### src/rtl/font_loader.sv
// Font loader: parses framed glyph bitmaps from a byte stream and writes them into font RAM.
// Latency: a row byte accepted in cycle k is written in cycle k+1; done/err follow the checksum by one cycle.
// Backpressure: none; in_ready stays high from the first edge after reset, bytes are consumed as they arrive.
module font_loader #(
    parameter logic [7:0] START_BYTE = 8'hF0,
    parameter int         ADDR_W     = 12
) (
    input  logic              clk,
    input  logic              reset_n,
    input  logic [7:0]        in_data,
    input  logic              in_valid,
    output logic              in_ready,
    input  logic              abort,
    output logic              wr_en,
    output logic [ADDR_W-1:0] wr_addr,
    output logic [7:0]        wr_data,
    output logic              busy,
    output logic              done,
    output logic              err
);

    typedef enum logic [2:0] {
        IDLE  = 3'd0,
        GLYPH = 3'd1,
        COUNT = 3'd2,
        DATA  = 3'd3,
        CHECK = 3'd4
    } state_t;

    state_t            state_q, state_d;
    logic              ready_q;
    logic [11:0]       cnt_q;
    logic [ADDR_W-1:0] ptr_q;
    logic [7:0]        xor_q;
    logic              wr_en_q;
    logic [ADDR_W-1:0] wr_addr_q;
    logic [7:0]        wr_data_q;
    logic              done_q;
    logic              err_q;

    logic xfer;
    logic start_xfer, glyph_xfer, count_xfer, row_xfer, chk_xfer;

    assign xfer = in_valid & ready_q;

    always_ff @(posedge clk or negedge reset_n) begin
        if (!reset_n) begin
            state_q <= IDLE;
        end else begin
            state_q <= state_d;
        end
    end

    // Abort wins over a simultaneous transfer: no strobe fires, so the byte is dropped.
    always_comb begin
        state_d    = state_q;
        start_xfer = 1'b0;
        glyph_xfer = 1'b0;
        count_xfer = 1'b0;
        row_xfer   = 1'b0;
        chk_xfer   = 1'b0;
        if (abort) begin
            state_d = IDLE;
        end else if (xfer) begin
            case (state_q)
                IDLE: begin
                    if (in_data == START_BYTE) begin
                        state_d    = GLYPH;
                        start_xfer = 1'b1;
                    end
                end
                GLYPH: begin
                    state_d    = COUNT;
                    glyph_xfer = 1'b1;
                end
                COUNT: begin
                    state_d    = DATA;
                    count_xfer = 1'b1;
                end
                DATA: begin
                    row_xfer = 1'b1;
                    if (cnt_q == 12'd1) begin
                        state_d = CHECK;
                    end
                end
                CHECK: begin
                    state_d  = IDLE;
                    chk_xfer = 1'b1;
                end
                default: state_d = IDLE;
            endcase
        end
    end

    // A count of 0 loads 0 into the 12-bit counter, which then wraps through 4096 row bytes.
    always_ff @(posedge clk or negedge reset_n) begin
        if (!reset_n) begin
            ready_q   <= 1'b0;
            cnt_q     <= '0;
            ptr_q     <= '0;
            xor_q     <= '0;
            wr_en_q   <= 1'b0;
            wr_addr_q <= '0;
            wr_data_q <= '0;
            done_q    <= 1'b0;
            err_q     <= 1'b0;
        end else begin
            ready_q <= 1'b1;
            wr_en_q <= row_xfer;
            done_q  <= chk_xfer;
            if (start_xfer) begin
                xor_q <= '0;
                err_q <= 1'b0;
            end
            if (glyph_xfer) begin
                ptr_q <= ADDR_W'({in_data, 4'b0000});
            end
            if (count_xfer) begin
                cnt_q <= {in_data, 4'b0000};
            end
            if (row_xfer) begin
                wr_addr_q <= ptr_q;
                wr_data_q <= in_data;
                ptr_q     <= ptr_q + ADDR_W'(1);
                cnt_q     <= cnt_q - 12'd1;
                xor_q     <= xor_q ^ in_data;
            end
            if (chk_xfer && (in_data != xor_q)) begin
                err_q <= 1'b1;
            end
        end
    end

    assign in_ready = ready_q;
    assign wr_en    = wr_en_q;
    assign wr_addr  = wr_addr_q;
    assign wr_data  = wr_data_q;
    assign busy     = (state_q != IDLE);
    assign done     = done_q;
    assign err      = err_q;

endmodule

### config.mk
export PLATFORM = sky130hd
export DESIGN_NAME = font_loader
export DESIGN_NICKNAME = d
export VERILOG_FILES = /design/src/rtl/font_loader.sv
export SDC_FILE = /design/constraint.sdc
export NUM_CORES = 1
export LEC_CHECK = 0
export ABC_CLOCK_PERIOD_IN_PS = 1550
export BUFFER_PORTS_ARGS = -buffer_cell sky130_fd_sc_hd__clkbuf_2
export CORE_ASPECT_RATIO = 0.6
export CORE_UTILIZATION = 54
export CTS_BUF_LIST = sky130_fd_sc_hd__clkbuf_4 sky130_fd_sc_hd__clkbuf_8
export CTS_CLUSTER_SIZE = 10
export DETAILED_ROUTE_END_ITERATION = 10
export PLACE_DENSITY_LB_ADDON = 0.08
export RECOVER_POWER = 50
export SYNTH_ARGS = -nofsm -noshare
export SYNTH_HDL_FRONTEND = slang
export SYNTH_SLANG_ARGS = --single-unit
### constraint.sdc
create_clock -name clk -period 1.55 [get_ports clk]
set_input_delay 0.155 -clock clk [delete_from_list [all_inputs] [get_ports clk]]
set_output_delay 0.155 -clock clk [all_outputs]
set_load 0.03 [all_outputs]
==> metrics, run 1 <==
detailed-route wire length=roughly 8600 µm; Slew Viols, Final=0; Hold WC Path Type=in2reg; worst skew pair latency=between 0.3 and 0.4 ns; pin count of the biggest net entering global routing=60; htree depth=3; hold path cells=3; HP Start=in_valid; Post-Place Worst Slack=-0.188 ns; reg2reg setup slack=-0.12 ns; Main synth FF type=dfrtp_1; # DRC=0; master cell of the clock root buffer=clkbuf_8; most frequent cells in the layout=62 x nand2_1, 58 x dfrtp_1, 58 x buf_4; outcome=finished with violations; number of buffers created by CTS=9; synthesized cell area=0.00302 mm²; initial core utilization=0.580; peak supply drop=roughly 900 µV; Final ANT Viol Nets=0; Post-synth ARST share=1.00; Worst Reg-to-Reg Cells=6; post-synthesis average cell area=9.34 µm²; gr ovfl total=0; placer congestion estimate=a little under 0.9; Synth cell types=52; Non-Filler Instances=493; Die X=~99 µm; Yosys warning count=0; CTS tree=yes; worst path required time=1.76 ns; Hold Path Sink=done; critical path's largest stage delay=~0.50 ns; Routed WL per cell=roughly 17 µm; hpwl dp=5840 µm; # diodes=0; register area share after synthesis=0.489; largest fanout on the critical path=4; Fill cells=~370; worst setup margin=-0.119 ns; Max-slew headroom=0.468; kind of critical path=reg2reg; Synth Instances=~320; share of layout cells above drive strength 1=0.344; Largest delay share family, worst path=simple AND/OR/NAND/NOR gates; Initial DRC Count=285; vias per inst=6.00; Area Overhead vs Synth=33.7%; Lkg Pwr=a little under 2 nW; dpl cells=460; Overall Global Routing Usage=0.294; worst path cell trace=inv_2 -> ha_4 -> or4b_4 -> nor3b_2 -> and3_1 -> a211oi_2; clock skew=0.0130 ns; violated checks=negative setup slack; r2r startpoint=cnt_q[1]; IO Count=37; Worst Path Buf+Inv=1; port buffer count=36; part of the cycle the worst path needs=1.08; net count reported at finish=437; power per standard cell area=1690 mW/mm²; Worst setup SP type=flip-flop; Die Y=about 60 µm; critical path depth=6; Mapped Nets=~340; via count=between 2,000 and 3,000; row count=20; unrepaired setup endpoints after global routing=true; Max Freq=~600 MHz; total core area=between 0.005 and 0.006 mm²; Final setup viols=7; max-cap violations=0; final hold viol count=0; most common cell after layout, fill and taps aside=nand2_1; Slew @ Worst Pin=between 0.7 and 0.8 ns; CTS Sinks=59; Synth Register Bits=59; clock buffer depth=2; Slowest cell on crit path=or4b_4; Critical Path End Type=flip-flop; vias in the first global route=between 2,000 and 3,000; Clock transition at path regs=0.07 ns; DIE AREA=roughly 0.0059 mm²; Detailed Routing Iterations Pass 1=7; first-pass GRT wire length=roughly 13,000 µm; RR Endpoint=cnt_q[10]; crit path time final=1.67 ns; CP Data Arrival Time=1.88 ns; initial antenna violation count=0; EDFF count, synth=0
-- layout make-up --
type	instances	area, µm²	area share
flip-flops and latches	59	1480	0.366
multi-input cells	234	1470	0.365
repair buffers	106	758	0.188
clock buffers	12	159	0.0394
well taps	66	82.6	0.0205
inverters	11	53.8	0.0133
clock inverters	4	25.0	0.00620
repair inverters	1	8.76	0.00217
-- logic make-up after synthesis --
family / Yosys count / share of synthesized area
AND/OR/NAND/NOR: 130 / 0.221
AO/OA/AOI/OAI: 90 / 0.192
flip-flops: 59 / 0.489
buffers and inverters: 30 / 0.0539
XOR/XNOR: 8 / 0.0232
adder cells (fa/ha/maj): 3 / 0.0124
multiplexers: 2 / 0.00663
other: 1 / 0.00124
-- sequential cells by signal (all words and copies together) (netlist names) --
signal and count:
cnt_q 12, ptr_q 12, xor_q 8, state_q 3, wr_en 1, in_ready 1
err 1, wr_addr 12, wr_data 8, done 1
-- how the worst max path moves through the flow --
stage | start | end
global placement | cnt_q[1] | cnt_q[6]
floorplan | cnt_q[0] | cnt_q[10]
finish | cnt_q[1] | cnt_q[10]
CTS | cnt_q[1] | cnt_q[10]
global route | cnt_q[0] | cnt_q[10]
detailed placement | cnt_q[1] | cnt_q[6]
-- cell usage after synthesis, drive strengths merged (4+ instances only) --
cell type / number / area share
a2bb2oi: 4 / 0.012
dfrtp: 59 / 0.49
a31oi: 4 / 0.0083
inv: 11 / 0.015
a21oi: 13 / 0.022
o22a: 4 / 0.012
nand4: 8 / 0.017
buf: 14 / 0.033
or3: 6 / 0.012
xor2: 8 / 0.023
a211oi: 4 / 0.013
nor2: 10 / 0.013
nand2: 65 / 0.086
clkbuf: 5 / 0.0066
nor4: 4 / 0.010
nor3: 10 / 0.017
nand3: 12 / 0.020
a22o: 7 / 0.020
o21ai: 39 / 0.065
-- power by group --
part           switching, mW  internal, mW
logic                   1.65          1.32
clock network          0.632         0.679
registers              0.448          2.10
total                   2.73          4.10
-- worst min-delay path: stages --
cell and delay, ns:
clkbuf_2 0.11, nand4b_1 0.11, nor3_1 0.06
-- metrics by stage --
| stage | hold WS (ns) | power (mW) | setup TNS [ns] | util | instance area (µm²) |
|---|---|---|---|---|---|
| 2_1_floorplan | -0.141 | 4.14 | -0.294 | - | 3040 |
| 3_3_place_gp | 0.189 | 5.09 | -0.405 | 0.692 | 3600 |
| 3_5_place_dp | 0.190 | 5.17 | -1.84 | 0.692 | 3600 |
| 4_1_cts | 0.133 | 6.64 | -0.456 | 0.743 | 3870 |
| 5_1_grt | 0.161 | 7.20 | -1.13 | 0.775 | 4040 |
| 6_report | 0.144 | 6.83 | -0.432 | 0.775 | 4040 |
-- per-layer routing --
layer,wire (µm),part of all wire,vias up,global-route usage
met5,0,0,-,0
met1,4070,0.47,1418,0.436
met2,3650,0.43,156,0.426
met4,142,0.017,0,0.0832
li1,-,-,1360,-
met3,724,0.084,26,0.0760
-- repair_timing --
item	in CTS	in global routing
hold endpoints to repair	59	0
pin swaps	6	11
hold buffers	1	0
setup endpoints to repair	41	30
gates resized for setup	14	24
setup buffers	3	14
cloned	0	1
(Power assumes the default switching activity.)
==> run 2: changes to the inputs <==
--- a/config.mk
+++ b/config.mk
@@ -8,7 +8,7 @@
 export ABC_CLOCK_PERIOD_IN_PS = 1550
 export BUFFER_PORTS_ARGS = -buffer_cell sky130_fd_sc_hd__clkbuf_2
 export CORE_ASPECT_RATIO = 0.6
-export CORE_UTILIZATION = 54
+export CORE_UTILIZATION = 35
 export CTS_BUF_LIST = sky130_fd_sc_hd__clkbuf_4 sky130_fd_sc_hd__clkbuf_8
 export CTS_CLUSTER_SIZE = 10
 export DETAILED_ROUTE_END_ITERATION = 10
==> run 2 against run 1 <==
Against the previous run: the run still ends with negative setup slack left; die area is 53% higher; combinational power is 4% higher; cell area is 7.7% higher; critical path type unchanged.
==> metrics, run 2 (synthesized netlist as in run 1, its figures left out) <==
Slew @ Worst Pin=0.844 ns (+0.0456 ns); reg2reg setup slack=-0.20 ns (-0.08 ns); net count reported at finish=439 (+0.46%); pin count of the biggest net entering global routing=60 (unchanged); hold path cells=3 (unchanged); worst skew pair latency=0.35 ns (about the same); Critical Path End Type=flip-flop; Worst Path Buf+Inv=1 (unchanged); Area Overhead vs Synth=44.1%; Final Util=0.537 (-0.239); Detailed Routing Iterations Pass 1=4 (-3); Setup TNS=-1.01 ns (-0.581 ns); Hold Path Sink=done; Clock transition at path regs=0.08 ns (about the same); clock buffer depth=2 (unchanged); kind of critical path=reg2reg; CTS Sinks=59 (unchanged); initial antenna violation count=0 (unchanged); detailed-route wire length=9240 µm (+7.7%); total internal power=4.38 mW (+6.7%); Max-slew headroom=0.438 (-0.0304); Lkg Pwr=2.05 nW (+4.2%); clock skew=0.0135 ns (+0.000527 ns); Largest delay share family, worst path=simple AND/OR/NAND/NOR gates; max-cap violations=0 (unchanged); sequential fraction of design power=0.360 (-0.013); Slowest cell on crit path=or4b_4; first-pass GRT wire length=14,000 µm (+9.2%); CTS tree=yes; Psw=2.82 mW (+3.4%); Sw Share=0.392 (-0.00741); clock power share=0.209 (+0.017); crit path time final=1.75 ns (+0.0782 ns); violated checks=negative setup slack; r2r startpoint=cnt_q[1]; share of layout cells above drive strength 1=0.389 (+0.0450); Final setup viols=13 (+6); global routing's busiest layer=met1; Die Y=73.9 µm (+23%); gr ovfl total=0 (unchanged); row count=25 (+25%); vias per inst=5.27 (-12%); Final ANT Viol Nets=0 (unchanged); DIE AREA=0.00901 mm² (+53%); Worst Reg-to-Reg Cells=6 (unchanged); power per standard cell area=1660 mW/mm² (-2.2%); number of buffers created by CTS=9 (unchanged); # DRC=0 (unchanged); GR Util met3=0.0699 (-0.00615); Combinational Power Share=0.431 (-0.004); vias in the first global route=2,601 (+0.85%); Max Freq=572 MHz (-4.5%); initial core utilization=0.373 (-0.207); Worst setup SP type=flip-flop; Hold WC Path Type=in2reg; outcome=finished with violations; placer congestion estimate=0.824 (-5.5%); GRT met1 Usage=0.333 (-0.103); worst setup margin=-0.197 ns (-0.0782 ns); RR Endpoint=cnt_q[10]; Slew Viols, Final=0 (unchanged); peak supply drop=789 µV (-12%); # diodes=0 (unchanged); total core area=0.00810 mm² (+56%); part of the cycle the worst path needs=1.13 (+0.0504); port buffer count=36 (unchanged); Post-Place Worst Slack=-0.124 ns (+0.0643 ns); via count=2,831 (-4.4%); Overall Global Routing Usage=0.214 (-0.0799); critical path's largest stage delay=0.50 ns (about the same); hpwl dp=6110 µm (+4.7%); IO Count=37 (unchanged); CP Data Arrival Time=2.00 ns (+0.12 ns); worst path required time=1.81 ns (+0.05 ns); htree depth=3 (unchanged); final hold viol count=0 (unchanged); Initial DRC Count=146 (-49%); most frequent cells in the layout=59 x nand2_1, 58 x dfrtp_1, 50 x buf_4; master cell of the clock root buffer=clkbuf_8; HP Start=in_valid; most common cell after layout, fill and taps aside=nand2_1; largest fanout on the critical path=4 (unchanged); crit path launch=cnt_q[1]; unrepaired setup endpoints after global routing=true; Die X=122 µm (+24%); GRT met2 Usage=0.274 (-0.151); critical path depth=6 (unchanged); total power=7.20 mW (+5.4%); Routed WL per cell=17.2 µm (-1.1%); worst path cell trace=inv_2 -> ha_4 -> or4b_4 -> nor3b_4 -> o21ai_2 -> a211oi_2
## run 2: worst max-delay path by stage
stage,to
2_1_floorplan,cnt_q[10]
3_3_place_gp,cnt_q[5]
4_1_cts,cnt_q[10]
6_report,cnt_q[10]
5_1_grt,cnt_q[10]
3_5_place_dp,cnt_q[10]
## run 2: worst reg2reg max path: stages (launching register included)
cell and delay, ns:
dfrtp_1 0.39, inv_2 0.08, ha_4 0.13, or4b_4 0.50, nor3b_4 0.25, o21ai_2 0.09, a211oi_2 0.22
## run 2: metrics by stage
stage	hold WS (ns)	cell area, µm²	instances
after floorplan	-0.141	3040	323
after global placement	0.201	3700	503
after detailed placement	0.200	3700	503
after CTS	0.0866	4030	523
after global routing	0.118	4350	537
final	0.106	4350	537
## run 2: power groups by stage
| stage | clock (mW) | combinational [mW] | sequential (mW) |
|---|---|---|---|
| 6_report | 1.51 | 3.10 | 2.59 |
| 5_1_grt | 1.61 | 3.39 | 2.67 |
| 4_1_cts | 1.56 | 2.75 | 2.56 |
| 3_5_place_dp | 0 | 2.64 | 2.54 |
| 3_3_place_gp | 0 | 2.64 | 2.54 |
| 2_1_floorplan | 0 | 1.26 | 2.88 |
## run 2: area by class of cell
class,instances,area (µm²)
Tap cell,108,135
Sequential cell,59,1480
Timing Repair Buffer,109,891
Multi-Input combinational cell,234,1580
Clock inverter,4,47.5
Inverter,11,53.8
Fill cell,732,3750
Clock buffer,12,165
## run 2: routing by layer
layer,part of all wire,wire (µm)
met3,0.065,598
met1,0.51,4740
met4,0.0098,91
met5,0,0
met2,0.41,3810
## run 2: repair_timing
item / CTS / global route
hold endpoints to repair: 59 / 0
gates cloned: 1 / 0
setup buffers: 2 / 14
pin swaps: 4 / 21
hold buffers: 1 / 0
gates resized for setup: 16 / 61
endpoints found under the setup margin: 22 / 50
